## src/rtl/ctrl_multiciclo_hs_pkg.sv

```systemverilog
// Shared types and encodings for the multicycle RV32I control unit.
package ctrl_multiciclo_hs_pkg;

  typedef enum logic [3:0] {
    ST_RESET  = 4'd0,
    ST_FETCH  = 4'd1,
    ST_DECODE = 4'd2,
    ST_EXEC_R = 4'd3,
    ST_EXEC_I = 4'd4,
    ST_WB_ALU = 4'd5,
    ST_ADDR   = 4'd6,
    ST_MEM_RD = 4'd7,
    ST_MEM_WR = 4'd8,
    ST_WB_MEM = 4'd9,
    ST_BRANCH = 4'd10,
    ST_LUI    = 4'd11,
    ST_JAL    = 4'd12,
    ST_JALR   = 4'd13,
    ST_TRAP   = 4'd14
  } state_t;

  localparam logic [6:0] OP_RTYPE  = 7'b0110011;
  localparam logic [6:0] OP_ITYPE  = 7'b0010011;
  localparam logic [6:0] OP_LOAD   = 7'b0000011;
  localparam logic [6:0] OP_STORE  = 7'b0100011;
  localparam logic [6:0] OP_BRANCH = 7'b1100011;
  localparam logic [6:0] OP_LUI    = 7'b0110111;
  localparam logic [6:0] OP_JAL    = 7'b1101111;
  localparam logic [6:0] OP_JALR   = 7'b1100111;

  localparam logic [6:0] F7_ADD = 7'b0000000;
  localparam logic [6:0] F7_SUB = 7'b0100000;

  localparam logic [2:0] F3_BEQ = 3'b000;
  localparam logic [2:0] F3_BNE = 3'b001;
  localparam logic [2:0] F3_BLT = 3'b100;
  localparam logic [2:0] F3_BGE = 3'b101;

  localparam logic [2:0] ALU_PASS = 3'd0;
  localparam logic [2:0] ALU_ADD  = 3'd1;
  localparam logic [2:0] ALU_SUB  = 3'd2;
  localparam logic [2:0] ALU_SLT  = 3'd3;

  localparam logic [1:0] CAUSE_NONE    = 2'd0;
  localparam logic [1:0] CAUSE_ILLEGAL = 2'd1;
  localparam logic [1:0] CAUSE_TIMEOUT = 2'd2;

  localparam logic       SEL_ADDR_PC     = 1'b0;
  localparam logic       SEL_ADDR_ALUOUT = 1'b1;
  localparam logic [1:0] SEL_PC_ALU      = 2'd0;
  localparam logic [1:0] SEL_PC_ALUOUT   = 2'd1;
  localparam logic [1:0] SEL_PC_TRAP     = 2'd2;
  localparam logic       SEL_A_PC        = 1'b0;
  localparam logic       SEL_A_REG       = 1'b1;
  localparam logic [1:0] SEL_B_REG       = 2'd0;
  localparam logic [1:0] SEL_B_FOUR      = 2'd1;
  localparam logic [1:0] SEL_B_IMM       = 2'd2;
  localparam logic [1:0] SEL_B_IMM_SH1   = 2'd3;
  localparam logic [1:0] SEL_WB_ALUOUT   = 2'd0;
  localparam logic [1:0] SEL_WB_MDR      = 2'd1;
  localparam logic [1:0] SEL_WB_IMM      = 2'd2;
  localparam logic [1:0] SEL_WB_PC       = 2'd3;

  // States that hold mem_req and wait for mem_ready.
  function automatic logic isWaitState(input state_t s);
    return (s == ST_FETCH) || (s == ST_MEM_RD) || (s == ST_MEM_WR);
  endfunction

endpackage

```

## src/rtl/ctrl_multiciclo_hs_mem_wait_timer.sv

```systemverilog
// Counts stalled cycles of one memory access and flags the last allowed one.
module ctrl_multiciclo_hs_mem_wait_timer #(
  parameter int MEM_TIMEOUT = 15
) (
  input  logic clk,
  input  logic rst,
  input  logic clear,
  input  logic inc,
  output logic expired
);

  localparam int CNT_W = (MEM_TIMEOUT > 0) ? $clog2(MEM_TIMEOUT + 1) : 1;
  localparam logic [CNT_W-1:0] LAST_WAIT = CNT_W'(MEM_TIMEOUT - 1);
  localparam logic [CNT_W-1:0] CNT_MAX   = CNT_W'(MEM_TIMEOUT);

  logic [CNT_W-1:0] countR;

  // Wait counter: cleared on entry to a wait state, saturating increment while stalled.
  always_ff @(posedge clk) begin
    if (rst) begin
      countR <= '0;
    end else if (clear) begin
      countR <= '0;
    end else if (inc && (countR != CNT_MAX)) begin
      countR <= countR + {{(CNT_W-1){1'b0}}, 1'b1};
    end else begin
      countR <= countR;
    end
  end

  // A zero timeout disables the trap entirely.
  assign expired = (MEM_TIMEOUT != 0) && (countR == LAST_WAIT);

endmodule

```

## src/rtl/ctrl_multiciclo_hs.sv

```systemverilog
// Multicycle RV32I control FSM with memory handshake, timeout and trap support.
module ctrl_multiciclo_hs
  import ctrl_multiciclo_hs_pkg::*;
#(
  parameter int ALUOP_W     = 3,
  parameter int MEM_TIMEOUT = 15
) (
  input  logic               clk,
  input  logic               rst,
  input  logic [31:0]        instr,
  input  logic               alu_zero,
  input  logic               alu_lt,
  input  logic               mem_ready,
  output logic               mem_req,
  output logic               mem_we,
  output logic               sel_mem_addr,
  output logic               pc_write,
  output logic               pc_write_cond,
  output logic [1:0]         sel_pc,
  output logic               ir_load,
  output logic               a_load,
  output logic               b_load,
  output logic               aluout_load,
  output logic               mdr_load,
  output logic               reg_write,
  output logic               epc_load,
  output logic               sel_alu_a,
  output logic [1:0]         sel_alu_b,
  output logic [1:0]         sel_wb,
  output logic [ALUOP_W-1:0] alu_op,
  output logic [1:0]         cause
);

  state_t      stateR, nextStateS;
  logic [1:0]  causeR, trapCauseS;
  logic        timerExpiredS, timerClearS, timerIncS;
  logic [6:0]  opcodeS, funct7S;
  logic [2:0]  funct3S;
  logic        unusedInstrS;

  assign opcodeS      = instr[6:0];
  assign funct3S      = instr[14:12];
  assign funct7S      = instr[31:25];
  assign unusedInstrS = ^{instr[24:15], instr[11:7]};

  assign timerIncS   = isWaitState(stateR) && !mem_ready;
  assign timerClearS = isWaitState(nextStateS) && (nextStateS != stateR);

  ctrl_multiciclo_hs_mem_wait_timer #(
    .MEM_TIMEOUT(MEM_TIMEOUT)
  ) uTimer (
    .clk    (clk),
    .rst    (rst),
    .clear  (timerClearS),
    .inc    (timerIncS),
    .expired(timerExpiredS)
  );

  // State register and latched trap cause.
  always_ff @(posedge clk) begin
    if (rst) begin
      stateR <= ST_RESET;
      causeR <= CAUSE_NONE;
    end else begin
      stateR <= nextStateS;
      if (nextStateS == ST_TRAP) begin
        causeR <= trapCauseS;
      end else begin
        causeR <= causeR;
      end
    end
  end

  // Next-state and datapath control decode.
  always_comb begin
    nextStateS    = ST_RESET;
    trapCauseS    = CAUSE_NONE;
    mem_req       = 1'b0;
    mem_we        = 1'b0;
    sel_mem_addr  = SEL_ADDR_PC;
    pc_write      = 1'b0;
    pc_write_cond = 1'b0;
    sel_pc        = SEL_PC_ALU;
    ir_load       = 1'b0;
    a_load        = 1'b0;
    b_load        = 1'b0;
    aluout_load   = 1'b0;
    mdr_load      = 1'b0;
    reg_write     = 1'b0;
    epc_load      = 1'b0;
    sel_alu_a     = SEL_A_PC;
    sel_alu_b     = SEL_B_REG;
    sel_wb        = SEL_WB_ALUOUT;
    alu_op        = ALUOP_W'(ALU_PASS);
    cause         = CAUSE_NONE;
    case (stateR)
      ST_RESET: nextStateS = ST_FETCH;
      ST_FETCH: begin
        mem_req = 1'b1;
        if (mem_ready) begin
          ir_load    = 1'b1;
          pc_write   = 1'b1;
          sel_alu_b  = SEL_B_FOUR;
          alu_op     = ALUOP_W'(ALU_ADD);
          nextStateS = ST_DECODE;
        end else if (timerExpiredS) begin
          trapCauseS = CAUSE_TIMEOUT;
          nextStateS = ST_TRAP;
        end else begin
          nextStateS = ST_FETCH;
        end
      end
      ST_DECODE: begin
        a_load      = 1'b1;
        b_load      = 1'b1;
        aluout_load = 1'b1;
        sel_alu_b   = SEL_B_IMM_SH1;
        alu_op      = ALUOP_W'(ALU_ADD);
        trapCauseS  = CAUSE_ILLEGAL;
        case (opcodeS)
          OP_RTYPE: begin
            if ((funct7S == F7_ADD) || (funct7S == F7_SUB)) begin
              nextStateS = ST_EXEC_R;
            end else begin
              nextStateS = ST_TRAP;
            end
          end
          OP_ITYPE:  nextStateS = ST_EXEC_I;
          OP_LOAD:   nextStateS = ST_ADDR;
          OP_STORE:  nextStateS = ST_ADDR;
          OP_BRANCH: nextStateS = ST_BRANCH;
          OP_LUI:    nextStateS = ST_LUI;
          OP_JAL:    nextStateS = ST_JAL;
          OP_JALR:   nextStateS = ST_JALR;
          default:   nextStateS = ST_TRAP;
        endcase
      end
      ST_EXEC_R: begin
        sel_alu_a   = SEL_A_REG;
        sel_alu_b   = SEL_B_REG;
        aluout_load = 1'b1;
        alu_op      = (funct7S == F7_SUB) ? ALUOP_W'(ALU_SUB) : ALUOP_W'(ALU_ADD);
        nextStateS  = ST_WB_ALU;
      end
      ST_EXEC_I: begin
        sel_alu_a   = SEL_A_REG;
        sel_alu_b   = SEL_B_IMM;
        aluout_load = 1'b1;
        alu_op      = ALUOP_W'(ALU_ADD);
        nextStateS  = ST_WB_ALU;
      end
      ST_WB_ALU: begin
        reg_write  = 1'b1;
        sel_wb     = SEL_WB_ALUOUT;
        nextStateS = ST_FETCH;
      end
      ST_ADDR: begin
        sel_alu_a   = SEL_A_REG;
        sel_alu_b   = SEL_B_IMM;
        aluout_load = 1'b1;
        alu_op      = ALUOP_W'(ALU_ADD);
        nextStateS  = (opcodeS == OP_LOAD) ? ST_MEM_RD : ST_MEM_WR;
      end
      ST_MEM_RD: begin
        mem_req      = 1'b1;
        sel_mem_addr = SEL_ADDR_ALUOUT;
        if (mem_ready) begin
          mdr_load   = 1'b1;
          nextStateS = ST_WB_MEM;
        end else if (timerExpiredS) begin
          trapCauseS = CAUSE_TIMEOUT;
          nextStateS = ST_TRAP;
        end else begin
          nextStateS = ST_MEM_RD;
        end
      end
      ST_MEM_WR: begin
        mem_req      = 1'b1;
        mem_we       = 1'b1;
        sel_mem_addr = SEL_ADDR_ALUOUT;
        if (mem_ready) begin
          nextStateS = ST_FETCH;
        end else if (timerExpiredS) begin
          trapCauseS = CAUSE_TIMEOUT;
          nextStateS = ST_TRAP;
        end else begin
          nextStateS = ST_MEM_WR;
        end
      end
      ST_WB_MEM: begin
        reg_write  = 1'b1;
        sel_wb     = SEL_WB_MDR;
        nextStateS = ST_FETCH;
      end
      ST_BRANCH: begin
        sel_alu_a  = SEL_A_REG;
        sel_alu_b  = SEL_B_REG;
        sel_pc     = SEL_PC_ALUOUT;
        alu_op     = funct3S[2] ? ALUOP_W'(ALU_SLT) : ALUOP_W'(ALU_SUB);
        nextStateS = ST_FETCH;
        case (funct3S)
          F3_BEQ: pc_write_cond = alu_zero;
          F3_BNE: pc_write_cond = !alu_zero;
          F3_BLT: pc_write_cond = alu_lt;
          F3_BGE: pc_write_cond = !alu_lt;
          default: begin
            trapCauseS = CAUSE_ILLEGAL;
            nextStateS = ST_TRAP;
          end
        endcase
      end
      ST_LUI: begin
        reg_write  = 1'b1;
        sel_wb     = SEL_WB_IMM;
        nextStateS = ST_FETCH;
      end
      ST_JAL: begin
        reg_write  = 1'b1;
        sel_wb     = SEL_WB_PC;
        pc_write   = 1'b1;
        sel_pc     = SEL_PC_ALUOUT;
        nextStateS = ST_FETCH;
      end
      ST_JALR: begin
        sel_alu_a  = SEL_A_REG;
        sel_alu_b  = SEL_B_IMM;
        alu_op     = ALUOP_W'(ALU_ADD);
        pc_write   = 1'b1;
        sel_pc     = SEL_PC_ALU;
        reg_write  = 1'b1;
        sel_wb     = SEL_WB_PC;
        nextStateS = ST_FETCH;
      end
      ST_TRAP: begin
        epc_load   = 1'b1;
        cause      = causeR;
        pc_write   = 1'b1;
        sel_pc     = SEL_PC_TRAP;
        nextStateS = ST_FETCH;
      end
      default: nextStateS = ST_RESET;
    endcase
  end

endmodule

```

## config.mk

```make
export PLATFORM = sky130hd
export DESIGN_NAME = ctrl_multiciclo_hs
export DESIGN_NICKNAME = d
export VERILOG_FILES = /design/src/rtl/ctrl_multiciclo_hs_pkg.sv /design/src/rtl/ctrl_multiciclo_hs_mem_wait_timer.sv /design/src/rtl/ctrl_multiciclo_hs.sv
export SDC_FILE = /design/constraint.sdc
export NUM_CORES = 1
export LEC_CHECK = 0
export ABC_AREA = 0
export BUFFER_PORTS_ARGS = -buffer_cell sky130_fd_sc_hd__buf_4
export CAP_MARGIN = 20
export CORE_UTILIZATION = 42
export CTS_BUF_LIST = sky130_fd_sc_hd__clkbuf_4 sky130_fd_sc_hd__clkbuf_8 sky130_fd_sc_hd__clkbuf_16
export CTS_CLUSTER_SIZE = 24
export DETAILED_ROUTE_END_ITERATION = 8
export PLACE_DENSITY = 0.79
export SETUP_SLACK_MARGIN = 0.15
export SYNTH_ARGS = -nofsm -noshare
export SYNTH_HDL_FRONTEND = slang
export SYNTH_SLANG_ARGS = --single-unit
```

## constraint.sdc

```tcl
create_clock -name clk -period 2.6 [get_ports clk]
set_input_delay 0.52 -clock clk [delete_from_list [all_inputs] [get_ports clk]]
set_output_delay 0.52 -clock clk [all_outputs]
set_load 0.1 [all_outputs]
```

==> metrics <==
status=finished clean; number of CTS-inserted buffers=3; leak pwr=0.000701 uW; FP Rows=19; Period minus WS final=between 2 and 2.5 ns; gpl congestion=0.859; Pre-antenna DRT Iters=5; syn nets=roughly 210; initial antenna violation count=0; fmax=about 420 MHz; largest net degree at the start of global routing=25; top cells by area, synth=dfxtp_1 17%, nor2_1 6.9%, a21oi_1 6.2%, nand2b_1 4.7%, nor3_1 3.3%; layout cell share with drive strength beyond 1=a little under two fifths; Die Wd=between 50 and 60 microns; clock power share=about 7.3%; Max transition margin=around three fifths; Mapped Area=1200 sq um; CP Launch Type=input pin; clock root buffer=clkbuf_4; synth warn=0; worst IR drop on VDD=596 uV; RSZ-0062 raised after global routing=true; Fin. Hold Viols=0; Cell Pwr Density=around 750 nW/um^2; remaining global-route overflow=0; max_cap viols=0; Yosys top cell by area=dfxtp_1; Area Growth Syn to Fin=47.7%; Critical Path RT=2.08 ns; vias in the first global route=between 1000 and 1500; post-route cell area=1780 sq um; Post-DP Area=roughly 1700 sq um; Post-synth EDFFs=0; Slew @ Worst Pin=0.572 ns; # nets final=257; CP max FO=3; DRC viols=0; clock sinks=10; sequential share of the synthesized area=around 17%; Clk Latency, worst-skew pair=about 0.26 ns; Crit Path Category=input pin to output port; Worst Skew=between 0.001 and 0.0015 ns; async set-reset flop share out of synthesis=0%; CTS clk-pin slew, worst paths=~0.05 ns; DRT Wirelength=3620 microns; Worst setup EP type=output port; Slew Limit Fails=0; Seq pwr share=between 10% and 20%; syn avg cell area=between 6 and 7 sq um; Die Height=about 56 microns; #FFs+latches synth=10; worst-case clock buffer depth=2; first-pass GRT wire length=~6200 microns; H-tree depth=1; Tcrit/Tclk final=about 92%; core area=roughly 2700 sq um; HP Class=input pin to flip-flop; Routed wire per std cell=14.6 microns; Main synth FF type=dfxtp_1; I/O Pins=just over 60; commonest non-fill, non-tap cell in the layout=buf_4; Routed Antenna Nets=0; Yosys top cell area share=16.6%; Synth Instances=around 180; via count=1514; pre-CTS worst setup slack=between 0.07 and 0.08 ns; internal power=520 uW; setup ws final=0.209 ns; Netlist cell types=54; vias per std cell=6.13; endpoints failing setup=0; Post-DP HPWL=~3000 microns; NetSw=between 800 and 900 uW; fill count=roughly 230; sw frac=about 61%; TritonCTS clock tree=yes; 1st-iter DRT viols=33; number of port buffers=44; initial core utilization=44.0%; Comb pwr share=about four fifths; CP Data Arrival Time=approximately 1.9 ns; total global-route track usage=around a quarter; DIE AREA=slightly above 3000 sq um; Antenna Cells=0; most frequent cells in the layout=48 x buf_4, 18 x nor2_1, 11 x a21oi_1, 9 x nand2b_1, 9 x dfxtp_1; Setup Buffers After CTS=0; cts hold-fix bufs=0
## flip-flops by register name (all words and copies together), names as in the netlist
register	cells
stateR	4
causeR	2
uTimer.countR	4
## cell families after synthesis
group                      count (synthesis)  synth area share [%]
muxes                                      1                 0.832
DFF                                       10                  16.6
AOI/OAI and AO/OA                         50                  29.2
adders and majority gates                  2                  2.08
xor gates and xnor gates                   6                  4.37
and+or+nand+nor                           84                  38.6
buffers and inverters                     21                  7.91
other                                      1                 0.312
## power groups by stage
stage | registers (uW) | clock network [uW] | logic, uW
after CTS | 194 | 107 | 1040
after global routing | 197 | 114 | 1100
after global placement | 196 | 0 | 1010
after detailed placement | 196 | 0 | 1030
after floorplan | 188 | 0 | 847
final | 195 | 98.3 | 1050
## critical path: stages
cell     delay [ns]
buf_4          0.11
or4_4          0.54
nor3_2         0.15
nand2_1        0.09
a21oi_2        0.18
a21oi_4        0.07
buf_6          0.19
## per-stage QoR
step / total power, uW / TNS, ns / util [%] / instances / hold WS [ns]
global route: 1410 / 0 / 64.9 / 247 / 0.442
global placement: 1210 / 0 / 63.2 / 244 / 0.452
floorplan: 1040 / -0.305 / - / 175 / 0.432
detailed placement: 1230 / 0 / 63.2 / 244 / 0.472
CTS: 1340 / 0 / 64.4 / 247 / 0.428
finish: 1340 / 0 / 64.9 / 247 / 0.440
## cell type report
class | count | area [sq um] | share of cell area [%]
inverter | 9 | 37.5 | 2.11
tap | 31 | 38.8 | 2.18
sequential | 10 | 201 | 11.3
timing repair buffer | 50 | 392 | 22.1
clock buffer | 3 | 22.5 | 1.27
multi-input combinational | 144 | 1080 | 61.0
## cells in the mapped netlist (all sizes together), types with 4 or more instances
master	number
or3	4
and2	5
nor2	22
nand3	6
clkbuf	4
inv	9
nand2	9
nor3	8
o21ai	6
nand2b	9
nor4	4
dfxtp	10
buf	8
a21oi	15
## worst paths after layout
check	from	end	slack (ns)	cells after the start
min reg2reg	causeR[1]$_SDFFE_PP0N_	causeR[1]$_SDFFE_PP0N_	0.48	2
max	instr[26]	alu_op[0]	0.21	7
min	rst	stateR[3]$_SDFF_PP0_	0.44	2
max reg2reg	stateR[2]$_SDFF_PP0_	uTimer.countR[0]$_SDFFE_PP0P_	0.36	6
## per-layer routing
| metal | global-route usage (%) | vias up | wire (microns) |
|---|---|---|---|
| li1 | - | 732 | - |
| met5 | 0 | - | 0 |
| met4 | 10.7 | 0 | 104 |
| met1 | 28.5 | 710 | 1440 |
| met2 | 44.8 | 59 | 1890 |
| met3 | 2.34 | 13 | 181 |
## repair_timing
item                       4_1_cts  5_1_grt
setup endpoints to repair        3        2
gates resized for setup          3        4
pin swaps                        0        1
cloned                           0        0
Power figures use the tool's default switching activity.
